<file path="src/rtl/instr_tag_ram_ctrl.sv">
// Tag-RAM port sequencer: serializes fetch lookups, snoop-invalidates and line-fill tag
// writes onto a single-port {state, tag} array with a one-cycle registered read.
//
// state   | meaning
// IDLE    | arbitrating; the granted requester sees ready
// LK_RD   | lookup read address presented to the array
// LK_CMP  | lookup read data returned, tag/state compare
// SN_RD   | snoop read address presented to the array
// SN_CMP  | snoop read data returned, tag/state compare
// SN_WR   | snoop hit: entry rewritten as invalid
// FILL_WR | fill tag written as clean
module instr_tag_ram_ctrl #(
    parameter int SET_WIDTH    = 4,
    parameter int STATE_WIDTH  = 2,
    parameter int TAG_WIDTH    = 22,
    parameter int STARVE_LIMIT = 4
) (
    input  logic                             clk_i,
    input  logic                             rst_i,
    input  logic                             lk_valid_i,
    output logic                             lk_ready_o,
    input  logic [31:0]                      lk_addr_i,
    output logic                             lk_resp_valid_o,
    output logic                             lk_hit_o,
    output logic [STATE_WIDTH-1:0]           lk_state_o,
    input  logic                             sn_valid_i,
    output logic                             sn_ready_o,
    input  logic [31:0]                      sn_addr_i,
    output logic                             sn_resp_valid_o,
    output logic                             sn_hit_o,
    input  logic                             fill_valid_i,
    output logic                             fill_ready_o,
    input  logic [31:0]                      fill_addr_i,
    output logic                             ram_w_en_o,
    output logic [STATE_WIDTH+TAG_WIDTH-1:0] ram_w_state_tag_o,
    output logic [SET_WIDTH-1:0]             ram_rw_addr_o,
    input  logic [STATE_WIDTH+TAG_WIDTH-1:0] ram_r_state_tag_i
);

    localparam logic [STATE_WIDTH-1:0] ST_I       = STATE_WIDTH'(2'b10);
    localparam logic [STATE_WIDTH-1:0] ST_C       = STATE_WIDTH'(2'b01);
    localparam logic [3:0]             STARVE_MAX = 4'(STARVE_LIMIT);

    typedef enum logic [2:0] {
        IDLE    = 3'd0,
        LK_RD   = 3'd1,
        LK_CMP  = 3'd2,
        SN_RD   = 3'd3,
        SN_CMP  = 3'd4,
        SN_WR   = 3'd5,
        FILL_WR = 3'd6
    } state_e;

    state_e                 state_q, state_d;
    logic [TAG_WIDTH-1:0]   tag_q;
    logic [SET_WIDTH-1:0]   set_q;
    logic [3:0]             starve_q;
    logic                   lk_resp_valid_q;
    logic                   lk_hit_q;
    logic [STATE_WIDTH-1:0] lk_state_q;
    logic                   sn_resp_valid_q;
    logic                   sn_hit_q;

    logic                   is_idle;
    logic                   starved;
    logic                   lk_gnt;
    logic                   sn_gnt;
    logic                   fill_gnt;
    logic                   any_gnt;
    logic [31:0]            acc_addr;
    logic [TAG_WIDTH-1:0]   rd_tag;
    logic [STATE_WIDTH-1:0] rd_state;
    logic                   hit;
    logic                   unused_addr_lsbs;

    assign is_idle  = (state_q == IDLE);
    assign starved  = (starve_q == STARVE_MAX);

    // A starved lookup pre-empts the fixed fill > snoop > lookup order.
    assign lk_gnt   = is_idle && lk_valid_i && (starved || (!fill_valid_i && !sn_valid_i));
    assign fill_gnt = is_idle && fill_valid_i && !(lk_valid_i && starved);
    assign sn_gnt   = is_idle && sn_valid_i && !fill_valid_i && !(lk_valid_i && starved);
    assign any_gnt  = lk_gnt || sn_gnt || fill_gnt;

    assign acc_addr = fill_gnt ? fill_addr_i : (sn_gnt ? sn_addr_i : lk_addr_i);
    assign unused_addr_lsbs = ^acc_addr[5:0];

    assign rd_tag   = ram_r_state_tag_i[TAG_WIDTH-1:0];
    assign rd_state = ram_r_state_tag_i[STATE_WIDTH+TAG_WIDTH-1:TAG_WIDTH];
    assign hit      = (rd_tag == tag_q) && (rd_state != ST_I);

    always_ff @(posedge clk_i) begin
        if (rst_i) begin
            state_q <= IDLE;
        end else begin
            state_q <= state_d;
        end
    end

    always_comb begin
        state_d = state_q;
        case (state_q)
            IDLE: begin
                if (fill_gnt) begin
                    state_d = FILL_WR;
                end else if (sn_gnt) begin
                    state_d = SN_RD;
                end else if (lk_gnt) begin
                    state_d = LK_RD;
                end
            end
            LK_RD:   state_d = LK_CMP;
            LK_CMP:  state_d = IDLE;
            SN_RD:   state_d = SN_CMP;
            SN_CMP:  state_d = hit ? SN_WR : IDLE;
            SN_WR:   state_d = IDLE;
            FILL_WR: state_d = IDLE;
            default: state_d = IDLE;
        endcase
    end

    // Readies and the write strobe are gated by reset so nothing is accepted or written
    // in a reset cycle.
    always_comb begin
        lk_ready_o        = lk_gnt && !rst_i;
        sn_ready_o        = sn_gnt && !rst_i;
        fill_ready_o      = fill_gnt && !rst_i;
        ram_w_en_o        = 1'b0;
        ram_w_state_tag_o = '0;
        ram_rw_addr_o     = is_idle ? '0 : set_q;
        case (state_q)
            SN_WR: begin
                ram_w_en_o        = !rst_i;
                ram_w_state_tag_o = {ST_I, tag_q};
            end
            FILL_WR: begin
                ram_w_en_o        = !rst_i;
                ram_w_state_tag_o = {ST_C, tag_q};
            end
            default: ;
        endcase
    end

    always_ff @(posedge clk_i) begin
        if (rst_i) begin
            tag_q           <= '0;
            set_q           <= '0;
            starve_q        <= '0;
            lk_resp_valid_q <= 1'b0;
            lk_hit_q        <= 1'b0;
            lk_state_q      <= ST_I;
            sn_resp_valid_q <= 1'b0;
            sn_hit_q        <= 1'b0;
        end else begin
            lk_resp_valid_q <= (state_q == LK_CMP);
            sn_resp_valid_q <= (state_q == SN_CMP);
            if (any_gnt) begin
                tag_q <= acc_addr[31:32-TAG_WIDTH];
                set_q <= acc_addr[SET_WIDTH+5:6];
            end
            if (state_q == LK_CMP) begin
                lk_hit_q   <= hit;
                lk_state_q <= rd_state;
            end
            if (state_q == SN_CMP) begin
                sn_hit_q <= hit;
            end
            if (lk_gnt) begin
                starve_q <= '0;
            end else if (lk_valid_i && (fill_gnt || sn_gnt) && !starved) begin
                starve_q <= starve_q + 4'd1;
            end
        end
    end

    assign lk_resp_valid_o = lk_resp_valid_q;
    assign lk_hit_o        = lk_hit_q;
    assign lk_state_o      = lk_state_q;
    assign sn_resp_valid_o = sn_resp_valid_q;
    assign sn_hit_o        = sn_hit_q;

endmodule

</file>
<file path="config.mk">
export PLATFORM = sky130hd
export DESIGN_NAME = instr_tag_ram_ctrl
export DESIGN_NICKNAME = d
export VERILOG_FILES = /design/src/rtl/instr_tag_ram_ctrl.sv
export SDC_FILE = /design/constraint.sdc
export NUM_CORES = 1
export LEC_CHECK = 0
export ABC_AREA = 1
export CORE_MARGIN = 5
export CORE_UTILIZATION = 39
export CTS_CLUSTER_DIAMETER = 80
export CTS_CLUSTER_SIZE = 12
export DETAILED_ROUTE_END_ITERATION = 6
export PLACE_DENSITY = 0.8
export SLEW_MARGIN = 5
export SYNTH_ARGS = -nofsm -noshare
export SYNTH_HDL_FRONTEND = slang
export SYNTH_SLANG_ARGS = --single-unit
</file>
<file path="constraint.sdc">
create_clock -name clk_i -period 1.7 [get_ports clk_i]
set_clock_uncertainty 0.05 [all_clocks]
set_input_delay 0.34 -clock clk_i [delete_from_list [all_inputs] [get_ports clk_i]]
set_output_delay 0.34 -clock clk_i [all_outputs]
set_load 0.05 [all_outputs]
</file>
Word level (Yosys, flattened, before mapping)
Cells that the tools add are included.
{ "classes": {"n_addsub": 1, "n_eq_ne": 10, "mux": 10, "reduce_logical": 27} }
{ "op_table": {"columns": ["op", "n"], "rows": [
  ["$mux W32", 2],
  ["$pmux W24 S2", 1],
  ["$eq A22 B22 Y1", 1],
  ["$logic_and A1 B1 Y1", 15],
  ["$mux W3", 4],
  ["$pmux W3 S4", 1],
  ["$eq A3 B3 Y1 const B", 3],
  ["$eq A3 B2 Y1 const B", 2],
  ["$logic_not A1 Y1", 5],
  ["$add A4 B1 Y4 const B", 1],
  ["$eq A4 B3 Y1 const B", 1],
  ["$logic_or A1 B1 Y1", 4],
  ["$mux W4", 1],
  ["$ne A4 B1 Y1 const B", 1],
  ["$reduce_or A2 Y1", 2],
  ["$eq A3 B1 Y1 const B", 1],
  ["$logic_not A3 Y1", 1],
  ["$ne A2 B2 Y1 const B", 1],
  ["$mux W1", 1]
]} }
{ "word_totals": {"reg_bits": 39, "inputBits": 125, "out_inout_bits": 38, "wordCells": 57} }

Logic depth before layout (Yosys ltp)
{ "logic_depth": {"depth_word": 8, "mapped_depth": 10} }

Worst setup path before layout
OpenSTA, ideal clock, no wires.
{ "synth_path": {"kind": "flip-flop to output port", "start": "register starve_q[0]", "end": "output port fill_ready_o", "arrival_ps": 1816, "t_required_ps": 1310, "path_slack_ps": -506, "path_stages_with_launch": 8, "n_path_buf": 2, "path_cell_list": "dfxtp_1 inv_1 ha_1 nand4_1 nand2_2 buf_4 buf_4 nor2_1"} }
{ "synth_between": {"elab_chain_cells": 5} }
{ "synth_lines": {"columns": ["item", "line_no", "rtl"], "rows": [
  ["from (decl)", "57", "logic [3:0] starve_q;"],
  ["from (signal assigned)", "171", "starve_q <= starve_q + 4'd1;"],
  ["$eq A4 B3 Y1", "77", "assign starved = (starve_q == STARVE_MAX);"],
  ["$logic_and A1 B1 Y1", "81", "assign fill_gnt = is_idle && fill_valid_i && !(lk_valid_i && starved);"],
  ["$logic_not A1 Y1", "81", null],
  ["$logic_and A1 B1 Y1", "81", null],
  ["$logic_and A1 B1 Y1", "127", "fill_ready_o = fill_gnt && !rst_i;"],
  ["to (decl)", "32", "output logic fill_ready_o,"]
]} }
No other way between the ends.

Final worst setup path
{ "layout_path": {"start": "register state_q[1]", "end": "output port fill_ready_o"} }
{ "layout_between": {"elab_chain_cells": 4} }
{ "layout_lines": {"columns": ["item", "line_no", "rtl"], "rows": [
  ["from (decl)", "54", "state_e state_q, state_d;"],
  ["from (signal assigned)", "96", "state_q <= state_d;"],
  ["$logic_not A3 Y1", "76", "assign is_idle = (state_q == IDLE);"],
  ["$logic_and A1 B1 Y1 (2 in a row)", "81", null],
  ["$logic_and A1 B1 Y1", "127", null]
]} }
No other way between the ends.

==> results by group <==
Outcome
  • Status: finished with violations
  • Violated checks: setup timing

Timing
  • Final Setup Violations: 60
  • Slew margin rel.: between 80% and 90%
  • Max Slew Vio Count: 0
  • Final Hold Viols: 0
  • Worst Max-Slew Pin Slew: 0.274 ns
  • Final WS setup: -0.385 ns
  • Final hold slack: 0.435 ns
  • Post-layout min period: 2.09 ns
  • Highest clock rate: 480 MHz
  • Unrepaired setup endpoints after global routing: true
  • Period Utilization, post-route: 123%

Critical path
  • Flop-to-flop setup slack: -0.32 ns
  • Critical path class: reg2out
  • CP required: 1.31 ns
  • Crit path DAT: 1.70 ns
  • Worst Setup End Kind: output pin
  • Critical Path Fanout Max: 5
  • CP startpoint kind: register

Power
  • Peak supply drop: between 0.5 and 0.6 mV
  • Logic gate share of total power: 64.3%
  • Sequential power share: 24.0%
  • Internal power: 0.00310 W
  • Net Sw Frac: approximately 44%
  • Pwr/cell area: around 960 mW/mm2
  • Pleak: 2.53 nW
  • Clock Power Share: 11.7%
  • Overall power: 0.00557 W
  • Sw power: 0.00247 W

Place
  • Placed insts: 710
  • IO Port Bufs: 144
  • Post-DP HPWL: ~8 mm
  • Gp weighted congestion: roughly 0.88
  • Cell Area, Placed: 0.00505 mm2

Clock network
  • CTS buffer count: 5
  • Clock buffer depth: 2
  • Clock transition at path regs: 0.08 ns
  • Htree depth: 2
  • Clk root buf: clkbuf_8
  • CTS tree: done
  • Worst-skew pair later-pin latency: 0.30 ns
  • Clock sinks: 39

Global route
  • Gr usage total: 23.9%
  • Antenna violations before repair: 0
  • Number of global-route vias before repair: roughly 3700
  • Final global-route overflow total: 0
  • Largest net degree at the start of global routing: 24
  • First-pass GRT wire length: about 17 mm

Job
  • Max-cap violations: 0

Synthesis
  • Most frequent cells after synthesis: nand2_1 (118), inv_1 (79), nor2_1 (54)
  • Top-count cell post-synth: nand2_1
  • Synthesized instance count: 464
  • Post-synth cell types: 32
  • Top cells by area, synth: dfxtp_1 (27%), nand2_1 (16%), inv_1 (10%)
  • Synthesized Nets: just under 600
  • Async S/R FF share, synth: 0%
  • Yosys top cell by area: dfxtp_1
  • Ys Warns: 0
  • Average size of a mapped cell: 6.14 um2
  • Share of the synthesized area in the top cell type: 27.4%
  • Synthesized area: 0.00285 mm2
  • EDFF count, synth: 0
  • Register area share after synthesis: 27.4%
  • Synth Flop Type: dfxtp_1
  • FF+latch count, synth: 39

Finish
  • # diodes: 0
  • Layout cells sized above 1: 30.2%
  • Final std cells w/o fill: 742
  • Final nets: just under 800
  • Area Growth Syn to Fin: 104%
  • Design area: 0.00581 mm2
  • Fillers: ~440

Detailed routing
  • Total wire length: approximately 13 mm
  • Vias: 3844
  • Vias per cell: between 5 and 6
  • DRT iter0 DRCs: 225
  • Wire per inst: roughly 17 um
  • Final ANT Viol Nets: 0
  • First-pass DRT Iterations: 5
  • Drc violations: 0

Floorplan
  • Cell row count: 31
  • Ports: 163
  • Die span in x: 95.5 um
  • DIE HEIGHT: 95.5 um
  • Die Area: 0.00911 mm2
  • Initial Util: 39.7%
  • Core area: approximately 0.0072 mm2

Hold path
  • Hold Crit Class: reg2reg
[path summary, 6_finish.rpt]
kind / from / endpoint / cells past startpoint
max: state_q[1] / fill_ready_o / 8
min: starve_q[3] / starve_q[3] / 2
max reg2reg: state_q[1] / tag_q[5] / 11
min reg2reg: starve_q[3] / starve_q[3] / 2
[critical path: stages (launching register included)]
cell and delay (ns):
dfxtp_4 0.36, buf_4 0.15, nor2_4 0.16, nand2_4 0.12, nor2_4 0.11, nand2_2 0.09, buf_12 0.15, nor2_4 0.11
buf_12 0.14
[flip-flops by register name, summed over array words and instances (netlist names)]
name,flops
lk_hit_o,1
lk_resp_valid_o,1
lk_state_o,2
set_q,4
sn_hit_o,1
sn_resp_valid_o,1
starve_q,4
state_q,3
tag_q,22
[cell families (layout without fill, tap and decap cells)]
family / after synthesis / in the layout / synth area share, %
buffers and inverters: 104 / 283 / 16.3
adders and majority gates: 2 / 2 / 0.878
DFF: 39 / 39 / 27.4
and+or+nand+nor: 215 / 215 / 32.0
AOI/OAI and AO/OA: 101 / 101 / 22.5
xor gates and xnor gates: 3 / 3 / 0.922
[stage by stage]
stage	util (%)	setup WS [ns]	TNS [ns]
finish	81.0	-0.385	-14.75
global route	81.0	-0.433	-18.45
CTS	74.2	-0.277	-11.53
detailed placement	70.4	-0.284	-8.38
global placement	70.4	-0.218	-6.52
floorplan	-	-0.122	-0.122
[cells in the final DEF, fill, tap and decap left out, drive strengths merged]
cell type / count
o22ai: 1
dlymetal6s2s: 2
o21ai: 35
or2: 27
clkinv: 3
clkdlybuf4s50: 104
nand4: 2
a211oi: 1
nor2: 56
o211ai: 27
clkinvlp: 1
a21oi: 34
a31oi: 2
ha: 2
xor2: 2
buf: 79
clkbuf: 12
o21bai: 1
bufbuf: 1
nand2: 123
nand3: 7
xnor2: 1
inv: 81
dfxtp: 39
[cell type report]
cell class / count / area [um2] / share of cell area (%)
Multi-Input combinational cell: 321 / 2020 / 34.7
Clock inverter: 2 / 12.5 / 0.215
Inverter: 83 / 330 / 5.68
Timing Repair Buffer: 192 / 2460 / 42.4
Clock buffer: 6 / 72.6 / 1.25
Tap cell: 99 / 124 / 2.13
Sequential cell: 39 / 792 / 13.6
[power by group through the flow]
stage                     clock network (W)  logic (W)  registers (W)
final                              0.000649    0.00358        0.00134
after global routing               0.000699    0.00380        0.00136
after CTS                          0.000656    0.00290        0.00130
after detailed placement                  0    0.00264        0.00131
after global placement                    0    0.00257        0.00130
after floorplan                           0    0.00159        0.00135
[timing repair]
item / CTS / global route
pin swaps: 5 / 27
cloned: 2 / 6
setup buffers: 7 / 11
resized for setup: 23 / 86
hold buffers: 0 / 0
endpoints found under the setup margin: 54 / 62
[layer usage]
| metal | track usage, % | up-vias | wire length, um |
|---|---|---|---|
| li1 | - | 1811 | - |
| met1 | 26.0 | 1816 | 4670 |
| met2 | 45.1 | 172 | 6920 |
| met3 | 5.21 | 45 | 876 |
| met4 | 8.77 | 0 | 447 |
| met5 | 0 | - | 0 |
No activity file was read; power rests on OpenSTA's default activity.
